--- src/rtl/mat_scan_driver.sv ---
`default_nettype none
// ----------------------------------------------------------------------------
// mat_scan_driver: scans a 4x14 RGB matrix panel (shift, latch, display/row).
// Rev 1.0
// ----------------------------------------------------------------------------
module mat_scan_driver #(
   parameter int unsigned CLK_DIV = 4,
   parameter int unsigned DWELL   = 256
) (
   input  logic       clk,
   input  logic       rst_n,
   input  logic       en,
   input  logic [2:0] col,
   output logic [5:0] sel,
   output logic       sdat_r,
   output logic       sdat_g,
   output logic       sdat_b,
   output logic       sclk,
   output logic       lat,
   output logic       oe_n,
   output logic [1:0] row,
   output logic       frame_done
);

   localparam int unsigned c_NUM_COLS     = 14;
   localparam logic [3:0]  c_LAST_COL     = 4'd13;
   localparam logic [1:0]  c_LAST_ROW     = 2'd3;
   localparam logic [7:0]  c_DIV_RELOAD   = 8'(CLK_DIV - 1);
   localparam logic [15:0] c_DWELL_RELOAD = 16'(DWELL - 1);

   typedef enum logic [2:0] {
      IDLE     = 3'd0,
      LOAD     = 3'd1,
      SHIFT_LO = 3'd2,
      SHIFT_HI = 3'd3,
      LATCH    = 3'd4,
      DISPLAY  = 3'd5
   } state_t;

   // Reset asserts asynchronously but is released to the FSM two edges later.
   logic [1:0] rst_sync_q;
   logic       run_en;

   always_ff @(posedge clk or negedge rst_n) begin
      if (!rst_n) rst_sync_q <= 2'b00;
      else        rst_sync_q <= {rst_sync_q[0], 1'b1};
   end

   assign run_en = rst_sync_q[1];

   state_t      state_q, state_d;
   logic [3:0]  column_q, column_d;
   logic [1:0]  shift_row_q, shift_row_d;
   logic [7:0]  div_cnt_q, div_cnt_d;
   logic [15:0] dwell_cnt_q, dwell_cnt_d;
   logic [2:0]  sdat_q, sdat_d;
   logic        sclk_q, sclk_d;
   logic        lat_q, lat_d;
   logic        oe_n_q, oe_n_d;
   logic [1:0]  row_q, row_d;
   logic        frame_done_q, frame_done_d;

   always_comb begin
      state_d      = state_q;
      column_d     = column_q;
      shift_row_d  = shift_row_q;
      sdat_d       = sdat_q;
      row_d        = row_q;
      frame_done_d = 1'b0;

      case (state_q)
         IDLE: begin
            if (en) begin
               state_d     = LOAD;
               column_d    = 4'd0;
               shift_row_d = 2'd0;
            end
         end
         LOAD: begin
            sdat_d  = col;
            state_d = SHIFT_LO;
         end
         SHIFT_LO: begin
            if (div_cnt_q == 8'd0) state_d = SHIFT_HI;
         end
         SHIFT_HI: begin
            if (div_cnt_q == 8'd0) begin
               if (column_q < c_LAST_COL) begin
                  column_d = column_q + 4'd1;
                  state_d  = LOAD;
               end else begin
                  column_d = 4'd0;
                  row_d    = shift_row_q;
                  state_d  = LATCH;
               end
            end
         end
         LATCH: begin
            if (div_cnt_q == 8'd0) state_d = DISPLAY;
         end
         DISPLAY: begin
            if (dwell_cnt_q == 16'd0) begin
               if (shift_row_q != c_LAST_ROW) begin
                  shift_row_d = shift_row_q + 2'd1;
                  state_d     = LOAD;
               end else begin
                  frame_done_d = 1'b1;
                  shift_row_d  = 2'd0;
                  state_d      = en ? LOAD : IDLE;
               end
            end
         end
         default: state_d = IDLE;
      endcase

      // Both counters restart whenever the state changes, so every timed
      // state sees a fresh count regardless of which state preceded it.
      if (state_d != state_q) begin
         div_cnt_d   = c_DIV_RELOAD;
         dwell_cnt_d = c_DWELL_RELOAD;
      end else begin
         div_cnt_d   = div_cnt_q - 8'(div_cnt_q != 8'd0);
         dwell_cnt_d = dwell_cnt_q - 16'(dwell_cnt_q != 16'd0);
      end

      if (!run_en) begin
         state_d      = IDLE;
         column_d     = 4'd0;
         shift_row_d  = 2'd0;
         div_cnt_d    = 8'd0;
         dwell_cnt_d  = 16'd0;
         sdat_d       = 3'd0;
         row_d        = 2'd0;
         frame_done_d = 1'b0;
      end

      // Panel strobes are registered from the next state to keep them glitch-free.
      sclk_d = (state_d == SHIFT_HI);
      lat_d  = (state_d == LATCH);
      oe_n_d = (state_d != DISPLAY);
   end

   always_ff @(posedge clk or negedge rst_n) begin
      if (!rst_n) begin
         state_q      <= IDLE;
         column_q     <= 4'd0;
         shift_row_q  <= 2'd0;
         div_cnt_q    <= 8'd0;
         dwell_cnt_q  <= 16'd0;
         sdat_q       <= 3'd0;
         sclk_q       <= 1'b0;
         lat_q        <= 1'b0;
         oe_n_q       <= 1'b1;
         row_q        <= 2'd0;
         frame_done_q <= 1'b0;
      end else begin
         state_q      <= state_d;
         column_q     <= column_d;
         shift_row_q  <= shift_row_d;
         div_cnt_q    <= div_cnt_d;
         dwell_cnt_q  <= dwell_cnt_d;
         sdat_q       <= sdat_d;
         sclk_q       <= sclk_d;
         lat_q        <= lat_d;
         oe_n_q       <= oe_n_d;
         row_q        <= row_d;
         frame_done_q <= frame_done_d;
      end
   end

   assign sel        = 6'(shift_row_q) * 6'(c_NUM_COLS) + 6'(column_q);
   assign sdat_r     = sdat_q[2];
   assign sdat_g     = sdat_q[1];
   assign sdat_b     = sdat_q[0];
   assign sclk       = sclk_q;
   assign lat        = lat_q;
   assign oe_n       = oe_n_q;
   assign row        = row_q;
   assign frame_done = frame_done_q;

endmodule
`default_nettype wire

--- config.mk ---
export PLATFORM = sky130hd
export DESIGN_NAME = mat_scan_driver
export DESIGN_NICKNAME = d
export VERILOG_FILES = /design/src/rtl/mat_scan_driver.sv
export SDC_FILE = /design/constraint.sdc
export NUM_CORES = 1
export LEC_CHECK = 0
export CORE_MARGIN = 2
export CORE_UTILIZATION = 60
export DETAILED_ROUTE_END_ITERATION = 7
export PLACE_DENSITY_LB_ADDON = 0.15
export SLEW_MARGIN = 15
export SYNTH_ARGS = -nofsm -noshare
export SYNTH_HDL_FRONTEND = slang
export SYNTH_SLANG_ARGS = --single-unit
--- constraint.sdc ---
create_clock -name clk -period 7.3 [get_ports clk]
set_input_delay 1.46 -clock clk [delete_from_list [all_inputs] [get_ports clk]]
set_output_delay 1.46 -clock clk [all_outputs]
set_load 0.005 [all_outputs]
After elaboration in Yosys (flattened, before gate mapping)

Cells that the tools add are included.

Bits in registers: 44
Output and inout bits: 15

Add/subtract/negate cells: 5
Multiply operators: 1
$lt $le $gt $ge: 1
Eq/ne operators: 19
Mux-type cells: 34
Reductions and logical operators: 8

Operator list:

| kind                                                  | number |
|---|---|
| 2-to-1 mux 16 bit                                     | 2 |
| 2-to-1 mux 3 bit                                      | 9 |
| one-hot mux 3 bit (6 select lines)                    | 1 |
| logical NOT 16 bit                                    | 1 |
| 2-to-1 mux 2 bit                                      | 8 |
| 2-to-1 mux 4 bit                                      | 4 |
| 2-to-1 mux 8 bit                                      | 2 |
| nonzero test 16 bit                                   | 1 |
| subtractor 16 x 1 -> 16 bit                           | 1 |
| inequality test 3 bit, second input constant          | 4 |
| == test 3 x 2 -> 1 bit, second input constant         | 3 |
| == test 3 bit, second input constant                  | 3 |
| AND reduction 3 bit                                   | 3 |
| logical NOT 8 bit                                     | 1 |
| one-hot mux 4 bit (2 select lines)                    | 1 |
| nonzero test 8 bit                                    | 1 |
| subtractor 8 x 1 -> 8 bit                             | 1 |
| adder 6 x 4 -> 6 bit                                  | 1 |
| 2-to-1 mux 1 bit                                      | 6 |
| inequality test 2 x 1 -> 1 bit, second input constant | 3 |
| inequality test 3 x 1 -> 1 bit, second input constant | 2 |
| multiplier 2 x 3 -> 5 bit, second input constant      | 1 |
| adder 4 x 1 -> 4 bit, second input constant           | 1 |
| < comparator 4 bit, second input constant             | 1 |
| 6 further kinds                                       | 7 |

Logic depth before layout (Yosys ltp)

Gate-level depths: netlist (run 1).

Depth in word-level cells: 7
Gate-level depth with buffers: 10

Worst setup path before layout (run 1)

No wires, ideal clock.

Path type: register to output
From: register shift_row_q[0]
To: output sel[5]
Arrival: 1.593 ns
Data required time: 5.840 ns
Setup slack: 4.247 ns
Cell stages (with the launch flop): 7
Path buffers: 0
Cells stage by stage: dfrtp_1 inv_1 ha_1 fa_1 a21o_1 nand2_1 xnor2_1

Longest elaborated chain between the ends: 2

RTL lines:

| item                      | RTL line | source |
|---|---|---|
| start, declared           | 53       | `logic [1:0] shift_row_q, shift_row_d;` |
| start signal, assigned    | 159      | `shift_row_q <= shift_row_d;` |
| multiplier 2 x 3 -> 5 bit | 171      | `assign sel = 6'(shift_row_q) * 6'(c_NUM_COLS) + 6'(column_q);` |
| adder 6 x 4 -> 6 bit      | 171      |  |
| end, declared             | 14       | `output logic [5:0] sel,` |

No other way between the ends.

Worst setup path in the final report (run 1)

Ends and elaborated chain as after synthesis.

==> flow_metrics.py, run 1 <==
metrics = {
    "outcome": {
        "run_status": "completed",
    },
    "global_routing": {
        "grt_first_pass_wirelength_mm": 8.797,
        "antenna_found_initial": 0,
        "globalRouteTotalUtil": 0.2248,
        "grt_start_max_net_pins": 45,
        "globalRouteOverflowTotal": 0,
        "grt_pass1_vias": 1867,
    },
    "min_path": {
        "worstHoldEndpoint": "rst_sync_q[1]",
        "timing.hold.worst.start": "rst_sync_q[0]",
        "worstHoldPathType": "reg2reg",
        "number_of_stages_on_the_worst_hold_path": 0,
    },
    "layout": {
        "syn2layout_area_growth_pct": 11.11,
        "layout.cells.non_filler": 309,
        "drive_gt1_frac": 0.08494,
        "antennaDiodeCount": 0,
        "utilization": 0.7022,
        "design.final.nets": 277,
        "post-route-cell-area_mm2": 0.002829,
    },
    "place": {
        "portBuffers": 20,
        "dpl.cell_count": 301,
        "gpl.final_weighted_congestion": 0.8657,
        "post_dp_cell_area_mm2": 0.002735,
        "place_ws_ps": 3632,
        "post-dp-hpwl_mm": 3.351,
    },
    "clock_tree": {
        "root_buffer": "sky130_fd_sc_hd__clkbuf_8",
        "path_clk_slew_ps": 80,
        "clock_tree.buffer_depth": 2,
        "postCtsResizedCells": 0,
        "cts_tree": "yes",
        "worstSkewPairLatency_ps": 300,
        "cts.sinks": 44,
        "htreeDepth": 2,
        "number_of_buffers_added_for_setup_after_cts": 0,
        "cts-buffers-inserted": 5,
        "hold_buffers": 0,
    },
    "sta": {
        "min_period_over_period": 0.5449,
        "unrepaired_setup_endpoints_after_global_routing": "no",
        "timing.final.crit_period_ps": 3978,
        "final.setup.tns_ps": 0,
        "timing.slew.headroom": 0.3563,
        "total_setup_violations_reported_at_the_end_of_the_flow": 0,
        "postLayoutSetupSlackWorst_ps": 3322,
        "max_freq_mhz": 251.4,
        "finalHoldViolCount": 0,
        "fin_worst_skew_ps": 11.13,
        "report.final.slew_viol_count": 0,
        "tightestPinTransition_ps": 965.5,
    },
    "pwr": {
        "internal_power_mw": 0.4578,
        "combPwrFrac": 0.319,
        "share_seq_of_total_power": 0.455,
        "irDropWorstVdd_mv": 0.1706,
        "p_sw_mw": 0.2438,
        "power_per_cell_area_mw_per_mm2": 248.0,
        "share_clk_of_total_power": 0.225,
        "power.share.switching": 0.3475,
        "p_leak_nw": 1.248,
    },
    "synth": {
        "synth_seq_area_share": 0.4329,
        "fraction_of_the_mapped_netlist_area_in_compound_gates": 0.1455,
        "largest_family_of_logic_cells_by_synthesized_area": "simple AND/OR/NAND/NOR gates",
        "yosys.area_share.simple": 0.2206,
        "synth_adder_area_share": 0.06683,
        "synth_edf_count": 0,
        "postSynthRegisterBits": 44,
        "netlist-cell-type-count": 57,
        "post_synth_instance_area_mm2": 0.002546,
        "synth-main-ff-cell": "sky130_fd_sc_hd__dfrtp_1",
        "postSynthNetCount": 264,
        "netlist_instances": 245,
        "yosysWarningCount": 0,
        "share_of_cell_area_taken_by_muxes_after_synthesis": 0.01966,
        "ys_async_sr_fraction": 1.000,
        "postSynthAreaPerCell_um2": 10.39,
        "xor_xnor_cell_area_share_of_the_yosys_netlist": 0.06536,
    },
    "floorplan": {
        "die_x_um": 69.15,
        "die_height_um": 69.15,
        "design.core.area_mm2": 0.004029,
        "dieArea_mm2": 0.004781,
        "rows": 23,
        "ioPinCount": 21,
        "initial_core_util": 0.6320,
    },
    "worst_setup_path": {
        "cp-end-kind": "output port",
        "reg2regPathDepth": 9,
        "crit_required_ps": 5840,
        "critical_path_arrival_ps": 2520,
        "critical_path.cell_chain": "inv_1 > ha_1 > fa_1 > a21o_1 > nand2_1 > xnor2_1 > clkdlybuf4s50_1",
        "reg2reg_slack_ps": 4510,
        "crit_fanout": 6,
        "cp_slowest_stage_delay_ps": 510,
        "r2r-end": "dwell_cnt_q[6]",
        "start_kind": "flop",
        "cpMaxStageDelayCell": "sky130_fd_sc_hd__clkdlybuf4s50_1",
        "crit_type": "reg2out",
        "worst_r2r_startpoint": "dwell_cnt_q[11]",
    },
    "drt": {
        "dr_pass1_iterations": 4,
        "drcViolationCount": 0,
        "detail_route.wl_per_cell_um": 15.53,
        "overall_routed_net_length_mm": 4.799,
        "detailroute.via_count": 1862,
        "drt_iter0_drc": 114,
        "route.detailed.vias_per_inst": 6.026,
        "antenna_left": 0,
    },
    "job": {
        "maxCapViolCount": 0,
    },
}
[cells by family after synthesis]
group | after synthesis
and+or+nand+nor | 87
AOI/OAI and AO/OA | 48
DFF | 44
buffers and inverters | 28
xor gates and xnor gates | 19
adders and majority gates | 13
muxes | 5
other | 1
[state kept, by name (all words and copies together), names as in the netlist]
name         cells
dwell_cnt_q     16
div_cnt_q        8
column_q         4
sdat_q           3
state_q          3
row              2
rst_sync_q       2
shift_row_q      2
frame_done       1
lat              1
oe_n             1
sclk             1
[cell type report]
class / instances / area (um2)
multi-input combinational: 173 / 1323
sequential: 44 / 1102
clock buffer: 7 / 86.33
inverter: 14 / 52.55
tap: 50 / 62.56
timing repair buffer: 20 / 195.2
clock inverter: 1 / 7.507
fill: 320 / 1200
[critical path: cells and delay by family, from the launching register on]
kind                       cells  cell delay (ps)
adders and majority gates      2              810
buffers and inverters          2              600
DFF                            1              440
AOI/OAI and AO/OA              1              190
xor gates and xnor gates       1              110
and+or+nand+nor                1               70
[cells in the final DEF, fill, tap and decap left out, drive strengths merged, types with 10 or more instances in the layout]
cell type | netlist | layout
nor3 | 14 | 14
ha | 12 | 12
clkdlybuf4s50 | 0 | 19
inv | 14 | 14
nand2 | 11 | 11
nor2 | 13 | 13
o21ai | 10 | 10
xor2 | 10 | 10
o221ai | 10 | 10
dfrtp | 43 | 43
[synth_stat cells, types with 5 or more instances]
| cell | number | area, um2 |
|---|---|---|
| sky130_fd_sc_hd__clkbuf_1 | 9 | 33.78 |
| sky130_fd_sc_hd__inv_1 | 14 | 52.55 |
| sky130_fd_sc_hd__nor3_1 | 13 | 65.06 |
| sky130_fd_sc_hd__xor2_1 | 10 | 87.58 |
| sky130_fd_sc_hd__ha_1 | 12 | 150.1 |
| sky130_fd_sc_hd__o221ai_1 | 10 | 87.58 |
| sky130_fd_sc_hd__or4_1 | 5 | 37.54 |
| sky130_fd_sc_hd__mux2i_1 | 5 | 50.05 |
| sky130_fd_sc_hd__nand3_1 | 6 | 30.03 |
| sky130_fd_sc_hd__xnor2_1 | 9 | 78.83 |
| sky130_fd_sc_hd__nand2_1 | 11 | 41.29 |
| sky130_fd_sc_hd__nor2_1 | 13 | 48.80 |
| sky130_fd_sc_hd__dfrtp_1 | 43 | 1076 |
| sky130_fd_sc_hd__o21ai_0 | 9 | 45.04 |
[metrics by stage]
stage | hold WS, ps | power (mW)
after floorplan | 331.2 | 0.5022
after global placement | 334.4 | 0.5443
after detailed placement | 334.7 | 0.5474
after CTS | 354.3 | 0.7064
after global routing | 380.6 | 0.7553
final | 353.7 | 0.7016
[worst max-delay path by stage]
stage                     endpoint  depth (start not counted)           start
after floorplan             sel[5]                          6  shift_row_q[0]
after global placement      sel[5]                          7  shift_row_q[0]
after detailed placement    sel[5]                          7  shift_row_q[0]
after CTS                   sel[5]                          7  shift_row_q[0]
after global routing        sel[4]                          7  shift_row_q[0]
final                       sel[5]                          7  shift_row_q[0]
[routing by layer]
layer  routed length [um]  track usage
met3                  150      0.04971
met2                 2359       0.3632
met4                   44      0.07190
met1                 2245       0.3025
met5                    0            0
[power by group through the flow]
stage                     combinational (mW)  clock, mW  sequential [mW]
final                                  0.224      0.158            0.319
after global routing                   0.256      0.175            0.324
after CTS                              0.225      0.162            0.319
after detailed placement               0.223          0            0.324
after global placement                 0.221          0            0.323
after floorplan                        0.188          0            0.315
Note: power is estimated with default switching activity, not from simulation.
==> run 2: changes to the inputs <==
CORE_UTILIZATION = 52   (was 60)
clock period = 3.2 ns   (was 7.3 ns; I/O delays follow)
==> run 2 against run 1 <==
Critical path depth did not move; worst setup slack got worse by 3200 ps; hold slack barely moved; sequential power rose by 130%; via count rose by 0.32%; combinational power rose by 130%; utilization fell by 8.9 points; cell count rose by 5.8%; die area rose by 14%; critical path type unchanged; critical endpoint unchanged.
==> flow_metrics.py, run 2 (same netlist as run 1, synthesis figures left out) <==
metrics = {
    "outcome": {
        "run_status": "completed",
    },
    "drt": {
        "dr_pass1_iterations": 4,
        "detail_route.wl_per_cell_um": 15.32,
        "route.detailed.vias_per_inst": 5.713,
        "drt_iter0_drc": 164,
        "detailroute.via_count": 1868,
        "drcViolationCount": 0,
        "overall_routed_net_length_mm": 5.011,
        "antenna_left": 0,
    },
    "sta": {
        "timing.final.crit_period_ps": 3057,
        "finalHoldViolCount": 0,
        "tightestPinTransition_ps": 978.8,
        "postLayoutSetupSlackWorst_ps": 143.2,
        "max_freq_mhz": 327.1,
        "fin_worst_skew_ps": 6.280,
        "report.final.slew_viol_count": 0,
        "unrepaired_setup_endpoints_after_global_routing": "no",
        "final.setup.tns_ps": 0,
        "min_period_over_period": 0.9552,
        "total_setup_violations_reported_at_the_end_of_the_flow": 0,
        "timing.slew.headroom": 0.3475,
    },
    "layout": {
        "biggestRegsByFlops": "dwell_cnt_q (16), div_cnt_q (8), column_q (4)",
        "largest-register": "dwell_cnt_q",
        "fillers": 397,
        "design.final.nets": 278,
        "syn2layout_area_growth_pct": 13.66,
        "largest_register_ffs": 16,
        "layout.cells.most_common_list": "sky130_fd_sc_hd__dfrtp_1, sky130_fd_sc_hd__clkdlybuf4s50_1, sky130_fd_sc_hd__inv_1",
        "layout.cells.non_filler": 327,
        "antennaDiodeCount": 0,
        "commonest_non_fill_non_tap_cell_in_the_layout": "sky130_fd_sc_hd__dfrtp_1",
        "post-route-cell-area_mm2": 0.002894,
        "drive_gt1_frac": 0.1038,
    },
    "pwr": {
        "p_leak_nw": 1.261,
        "share_clk_of_total_power": 0.258,
        "share_seq_of_total_power": 0.434,
        "internal_power_mw": 1.106,
        "power.share.switching": 0.3452,
        "irDropWorstVdd_mv": 0.2973,
        "p_sw_mw": 0.5827,
        "combPwrFrac": 0.308,
        "power_per_cell_area_mw_per_mm2": 583.4,
        "finalPower_mw": 1.688,
    },
    "floorplan": {
        "ioPinCount": 21,
        "initial_core_util": 0.5391,
        "die_x_um": 73.98,
        "rows": 25,
        "die_height_um": 73.98,
        "dieArea_mm2": 0.005472,
        "design.core.area_mm2": 0.004723,
    },
    "global_routing": {
        "antenna_found_initial": 0,
        "globalRouteTotalUtil": 0.1983,
        "grt_start_max_net_pins": 45,
        "globalRouteOverflowTotal": 0,
        "grt_pass1_vias": 1709,
        "grt_first_pass_wirelength_mm": 8.245,
    },
    "place": {
        "portBuffers": 20,
        "gpl.final_weighted_congestion": 0.8182,
        "place_ws_ps": 364.1,
        "post_dp_cell_area_mm2": 0.002764,
        "post-dp-hpwl_mm": 3.520,
        "dpl.cell_count": 319,
    },
    "clock_tree": {
        "clock_tree.buffer_depth": 2,
        "hold_buffers": 0,
        "cts-buffers-inserted": 5,
        "path_clk_slew_ps": 80,
        "cts_tree": "yes",
        "htreeDepth": 2,
        "root_buffer": "sky130_fd_sc_hd__clkbuf_8",
        "cts.sinks": 44,
        "worstSkewPairLatency_ps": 300,
    },
    "worst_setup_path": {
        "crit_required_ps": 2560,
        "start_kind": "flop",
        "crit_type": "reg2out",
        "critical_path_arrival_ps": 2420,
        "cp-end-kind": "output port",
        "crit_fanout": 6,
    },
    "job": {
        "maxCapViolCount": 0,
    },
    "min_path": {
        "worstHoldPathType": "reg2reg",
    },
}
run 2: power by group through the flow:
stage                     clock (mW)  sequential, mW  combinational [mW]
after global placement             0           0.740               0.509
after floorplan                    0           0.718               0.428
after detailed placement           0           0.742               0.521
after CTS                      0.446           0.732               0.526
after global routing           0.469           0.742               0.578
final                          0.436           0.732               0.520
run 2: per-layer routing:
layer  global-route usage  share of wire  up-vias
met2               0.3403           0.51       39
met5                    0              0        -
li1                     -              -      924
met1               0.2535           0.44      900
met3              0.04472          0.039        5
met4              0.05455          0.011        0
run 2: worst paths after layout:
check,from,end,slack [ps],depth (start not counted)
setup reg to reg,dwell_cnt_q[11],dwell_cnt_q[6],370,9
setup / recovery,shift_row_q[0],sel[5],140,7
hold reg to reg,rst_sync_q[0],rst_sync_q[1],350,0
max in group asynchronous,rst_n,shift_row_q[0],2040,1
hold / removal,rst_sync_q[0],rst_sync_q[1],350,0
min in group asynchronous,rst_n,column_q[3],480,1
run 2: per-stage QoR:
stage                     utilization  hold slack, ps
after CTS                      0.6095           356.4
after global routing           0.6127           361.5
after global placement         0.5852           333.8
after floorplan                     -           331.2
final                          0.6127           353.6
after detailed placement       0.5852           336.2
run 2: timing repair:
item / 4_1_cts / 5_1_grt
endpoints found under the setup margin: 0 / 2
setup buffers: 0 / 0
gates resized for setup: 0 / 3
run 2: cell type report:
class                           instances  area (um2)  share of cell area
Clock buffer                            5       68.82             0.02378
Clock inverter                          3       46.29             0.01600
Inverter                               14       52.55             0.01816
Multi-Input combinational cell        173        1335              0.4613
Sequential cell                        44        1105              0.3818
Tap cell                               67       83.83             0.02897
Timing Repair Buffer                   21       202.7             0.07004
run 2: worst max-delay path, stage by stage, from the launching register on:
cell,delay [ps]
sky130_fd_sc_hd__dfrtp_2,440
sky130_fd_sc_hd__inv_1,140
sky130_fd_sc_hd__ha_4,230
sky130_fd_sc_hd__fa_1,420
sky130_fd_sc_hd__a21o_1,190
sky130_fd_sc_hd__nand2_1,70
sky130_fd_sc_hd__xnor2_1,110
sky130_fd_sc_hd__clkdlybuf4s50_1,510
==> run 3: changes to the inputs <==
CTS_CLUSTER_SIZE = 25   (was unset)
==> results of run 3 <==
No change in the layout: final DEF, timing and power equal those of run 2.
